[src/rtl/keypad_scanner.sv]
// Row-scanning matrix keypad controller: drives one row low at a time, debounces
// a single pressed key, and hands the key code to a consumer with a dav/ack handshake.
module keypad_scanner #(
    parameter int ROWS     = 4,
    parameter int COLS     = 3,
    parameter int SCAN_DIV = 4,
    parameter int DEBOUNCE = 3
) (
    input  logic                            clk,
    input  logic                            rst,
    input  logic [COLS-1:0]                 col,
    input  logic                            ack,
    output logic [ROWS-1:0]                 row,
    output logic [$clog2(ROWS*COLS)-1:0]    code,
    output logic                            dav,
    output logic                            overrun,
    output logic                            released
);

    localparam int RW     = $clog2(ROWS);
    localparam int CW     = $clog2(COLS);
    localparam int CODE_W = $clog2(ROWS*COLS);
    localparam int DW     = $clog2(SCAN_DIV);
    localparam int MW     = $clog2(DEBOUNCE+1);

    localparam logic [DW-1:0]   DWELL_LAST = DW'(SCAN_DIV-1);
    localparam logic [RW-1:0]   ROW_LAST   = RW'(ROWS-1);
    localparam logic [MW-1:0]   DEB_M      = MW'(DEBOUNCE);
    localparam logic [ROWS-1:0] ROW_RESET  = {{(ROWS-1){1'b1}}, 1'b0};

    typedef enum logic [1:0] {
        S_SCAN,
        S_DEBOUNCE,
        S_HOLD
    } state_t;

    state_t              r_state;
    logic [ROWS-1:0]     r_row;
    logic [RW-1:0]       r_row_idx;
    logic [DW-1:0]       r_dwell;
    logic [CW-1:0]       r_cand_c;
    logic [MW-1:0]       r_match;
    logic [MW-1:0]       r_rel;
    logic [CODE_W-1:0]   r_code;
    logic                r_dav;
    logic                r_overrun;
    logic                r_released;

    logic [COLS-1:0]     w_col_low;
    logic                w_single;
    logic [CW-1:0]       w_key_c;
    logic                w_sample;
    logic                w_match_ok;
    logic                w_accept;
    logic [CODE_W-1:0]   w_acc_code;
    logic [MW-1:0]       w_match_inc;
    logic [MW-1:0]       w_rel_inc;
    logic [ROWS-1:0]     w_row_next;
    logic [RW-1:0]       w_idx_next;

    function automatic logic [CODE_W-1:0] key_code(input logic [RW-1:0] r, input logic [CW-1:0] c);
        int v;
        v = int'(r) * COLS + int'(c);
        return CODE_W'(v);
    endfunction

    // A sample is a key only when exactly one column is pulled low.
    assign w_col_low = ~col;
    assign w_single  = (|w_col_low) && ((w_col_low & (w_col_low - COLS'(1))) == '0);

    always_comb begin
        w_key_c = '0;
        for (int i = 0; i < COLS; i++) begin
            if (w_col_low[i]) begin
                w_key_c = CW'(i);
            end
        end
    end

    assign w_sample    = (r_dwell == DWELL_LAST);
    assign w_match_ok  = w_single && (w_key_c == r_cand_c);
    assign w_match_inc = r_match + MW'(1);
    assign w_rel_inc   = r_rel + MW'(1);
    assign w_row_next  = {r_row[ROWS-2:0], r_row[ROWS-1]};
    assign w_idx_next  = (r_row_idx == ROW_LAST) ? '0 : r_row_idx + RW'(1);
    assign w_acc_code  = key_code(r_row_idx, w_key_c);

    always_comb begin
        w_accept = 1'b0;
        case (r_state)
            S_SCAN:     w_accept = w_sample && w_single && (DEBOUNCE == 1);
            S_DEBOUNCE: w_accept = w_sample && w_match_ok && (w_match_inc == DEB_M);
            default:    w_accept = 1'b0;
        endcase
    end

    always_ff @(posedge clk or posedge rst) begin
        if (rst) begin
            r_state    <= S_SCAN;
            r_row      <= ROW_RESET;
            r_row_idx  <= '0;
            r_dwell    <= '0;
            r_cand_c   <= '0;
            r_match    <= '0;
            r_rel      <= '0;
            r_code     <= '0;
            r_dav      <= 1'b0;
            r_overrun  <= 1'b0;
            r_released <= 1'b0;
        end else begin
            r_released <= 1'b0;
            r_dwell    <= w_sample ? '0 : r_dwell + DW'(1);

            if (w_sample) begin
                case (r_state)
                    S_SCAN: begin
                        if (w_single) begin
                            r_cand_c <= w_key_c;
                            r_match  <= MW'(1);
                            r_rel    <= '0;
                            r_state  <= w_accept ? S_HOLD : S_DEBOUNCE;
                        end else begin
                            r_row     <= w_row_next;
                            r_row_idx <= w_idx_next;
                        end
                    end
                    S_DEBOUNCE: begin
                        if (w_match_ok) begin
                            r_match <= w_match_inc;
                            if (w_accept) begin
                                r_state <= S_HOLD;
                                r_rel   <= '0;
                            end
                        end else begin
                            r_state   <= S_SCAN;
                            r_match   <= '0;
                            r_row     <= w_row_next;
                            r_row_idx <= w_idx_next;
                        end
                    end
                    S_HOLD: begin
                        // Row stays frozen until the key has read as released long enough.
                        if (col == '1) begin
                            if (w_rel_inc == DEB_M) begin
                                r_released <= 1'b1;
                                r_state    <= S_SCAN;
                                r_rel      <= '0;
                                r_match    <= '0;
                                r_row      <= w_row_next;
                                r_row_idx  <= w_idx_next;
                            end else begin
                                r_rel <= w_rel_inc;
                            end
                        end else begin
                            r_rel <= '0;
                        end
                    end
                    default: r_state <= S_SCAN;
                endcase
            end

            // An acceptance wins over ack; a simultaneous ack only clears overrun.
            if (w_accept) begin
                r_code <= w_acc_code;
                r_dav  <= 1'b1;
                if (r_dav) begin
                    r_overrun <= ~ack;
                end
            end else if (ack && r_dav) begin
                r_dav     <= 1'b0;
                r_overrun <= 1'b0;
            end
        end
    end

    assign row      = r_row;
    assign code     = r_code;
    assign dav      = r_dav;
    assign overrun  = r_overrun;
    assign released = r_released;

endmodule
[config.mk]
export PLATFORM = sky130hd
export DESIGN_NAME = keypad_scanner
export DESIGN_NICKNAME = d
export VERILOG_FILES = /design/src/rtl/keypad_scanner.sv
export SDC_FILE = /design/constraint.sdc
export NUM_CORES = 1
export LEC_CHECK = 0
export BUFFER_PORTS_ARGS = -buffer_cell sky130_fd_sc_hd__buf_2
export CORE_MARGIN = 2
export CORE_UTILIZATION = 28
export CTS_CLUSTER_DIAMETER = 40
export DETAILED_ROUTE_END_ITERATION = 10
export GPL_TIMING_DRIVEN = 0
export PLACE_DENSITY_LB_ADDON = 0.2
export RECOVER_POWER = 25
export SYNTH_ARGS = -nofsm -noshare
export SYNTH_HDL_FRONTEND = slang
export SYNTH_SLANG_ARGS = --single-unit
export TNS_END_PERCENT = 100
[constraint.sdc]
create_clock -name clk -period 2.5 [get_ports clk]
set_input_delay 0.125 -clock clk [delete_from_list [all_inputs] [get_ports clk]]
set_output_delay 0.125 -clock clk [all_outputs]
set_load 0.05 [all_outputs]
==> key figures <==
GRT
  – Gr usage total: 10.4%
  – Vias in the first global route: 879
  – Total grt overflow: 0
  – Initial antenna violation count: 0
  – Largest net degree at the start of global routing: 24
  – Global-route wire length before repair: 4.07 mm

Placed design
  – I/O Buffers: 16
  – Worst slack, placed: 0.367 ns
  – Hpwl dp: 1.74 mm
  – RD Place Congestion: 0.738

Timing
  – Skew final: 0.00657 ns
  – Least-Margin Pin Slew: 0.900 ns
  – Final-report setup violation count: 0
  – Hold slack: 0.0425 ns
  – Fin worst setup slack: 0.383 ns
  – Max transition margin: 39.9%
  – Setup TNS: 0 ns
  – RSZ-0062 raised after global routing: false
  – Fin crit share: 84.7%
  – Max Slew Vio Count: 0
  – Max frequency: 472 MHz
  – Tmin final: 2.12 ns
  – Hold Vio Cnt, Final: 0

Setup path
  – Reg2Reg Setup Slack: 0.38 ns
  – FF-to-FF Start: r_dwell[0]
  – Setup crit start kind: flop
  – WP data required: 2.65 ns
  – Worst EP arrival: 2.26 ns
  – Worst Setup Path Type: flop to flop
  – Crit-path max FO: 7
  – Worst R2R Path Depth: 6
  – Crit end category: flop
  – Capture point of the worst reg-to-reg path: r_match[1]

Yosys
  – Cell count after synthesis: 104
  – Synth top area share: 40.3%
  – Mapped Area: 0.00124 mm^2
  – Synth Area per Inst: 11.9 um^2
  – Seq cells post-synth: 23
  – Top cells by area in the synthesized netlist: dfrtp_1, ha_1, mux2_2
  – Synth Warn #: 0
  – Synth unique cells: 35
  – Post-synth top area cell: dfrtp_1
  – Syn_nets: 121
  – Sequential share of the synthesized area: 46.6%

Run status
  – Status: finished clean

Clock tree
  – Htree depth: 1
  – Clock slew seen by the registers of the worst setup and hold paths: 0.08 ns
  – CTS root buf: clkbuf_8
  – CTS buffer count: 3
  – Worst-Skew Late Latency: 0.26 ns
  – Post-CTS sizing: 0
  – Clock Sinks: 23
  – CTS tree: built
  – Cts hold-fix bufs: 0
  – Clock tree buffer depth: 2
  – Postcts setup bufs: 0

Die
  – Die width: 70.6 um
  – Io pins: 17
  – Initial Util: 28.7%
  – Area of the die: 0.00499 mm^2
  – FP Rows: 24
  – Die height: 70.6 um
  – Core footprint: 0.00432 mm^2

Hold path
  – Hold/Removal Path Class: primary input to async pin

Finish
  – Diode count: 0
  – Nets@finish: 142
  – Ratio of cells with drive above 1 in the final layout: 29.0%
  – Area growth syn-to-layout: 15.3%
  – Commonest non-fill, non-tap cell in the layout: dfrtp_1
  – Fillers: 455
  – Most frequent cells in the layout: dfrtp_1, buf_2, inv_1

Detailed routing
  – Post-DRT Antenna Nets: 0
  – Routed Wire Length: 2.23 mm
  – Initial DRC count: 36
  – Vias per inst: 4.66
  – Drt wl/cell: 12.6 um
  – DR pass1 iterations: 2
  – DR vias: 821
  – DRC: 0

Power
  – P per Cell Area: 684 mW/mm^2
  – Max VDD drop: 0.244 mV
  – Static Leak: 0.737 nW
  – Pwr Total: 980 uW

Job
  – Max Cap Viol: 0
## power by group
part	switching, mW	internal, mW
Sequential	0.0427	0.423
Clock	0.117	0.114
Combinational	0.148	0.135
## sequential cells by signal (all words and copies together), names as in the netlist
signal	count
code	4
dav	1
overrun	1
r_cand_c	2
r_dwell	2
r_match	2
r_rel	2
r_row_idx	2
r_state	2
released	1
row	4
## cells by family after synthesis
logic type                 synth area share [%]
AOI/OAI and AO/OA                          10.5
xor gates and xnor gates                  0.705
adders and majority gates                  12.3
buffers and inverters                      3.63
DFF                                        46.6
muxes                                      14.9
and+or+nand+nor                            11.4
## through the flow
stage	area, um^2	instances	utilization (%)
CTS	1430	176	33.1
global route	1430	176	33.1
finish	1430	176	33.1
floorplan	1240	104	-
global placement	1390	172	32.1
detailed placement	1390	172	32.1
## area by class of cell
type	count	area (um^2)	share of cell area [%]
flip-flops and latches	23	579	40.4
repair buffers	16	80.1	5.59
inverters	11	41.3	2.88
clock buffers	4	45.0	3.14
plain buffers	1	3.75	0.262
well taps	52	65.1	4.54
multi-input cells	69	618	43.1
## critical path: stages (launching register included)
cell and delay (ns):
dfrtp_1 0.35, ha_1 0.29, nand2_1 0.11, o32a_1 0.37, o32ai_1 0.26, nor2b_1 0.28, mux2_2 0.36
## synthesized netlist by cell type (all sizes together)
cell and instances:
dfstp 3, and2b 1, xor2 1, mux2 14
mux2i 2, nor2b 3, clkbuf 1, a2111o 1
nand3 1, and3b 2, ha 9, a21boi 1
nor3b 2, a31oi 1, or2 1, o32a 1
fa 2, o211a 1, and4b 1, o21ai 6
nor4 1, a21oi 2, dfrtp 20, a221oi 1
nor3 2, a2bb2oi 1, o32ai 1, inv 11
nand2 6, nand4 1, o2111ai 1, nor2 3
## worst max path at each step
stage	endpoint	start	depth (start not counted)
floorplan	row[0]	r_cand_c[0]	5
global placement	r_match[1]	r_dwell[0]	6
detailed placement	r_match[1]	r_dwell[0]	6
CTS	r_match[1]	r_dwell[0]	6
global route	r_match[1]	r_dwell[0]	6
finish	r_match[1]	r_dwell[0]	6
## metal layers
metal  track usage [%]  routed length (um)  vias up
li1                  -                   -      410
met1              12.6                1030      396
met2              18.1                1090       11
met3              2.14                  72        4
met4              4.40                  36        0
met5                 0                   0        -
No activity file was read; power rests on OpenSTA's default activity.
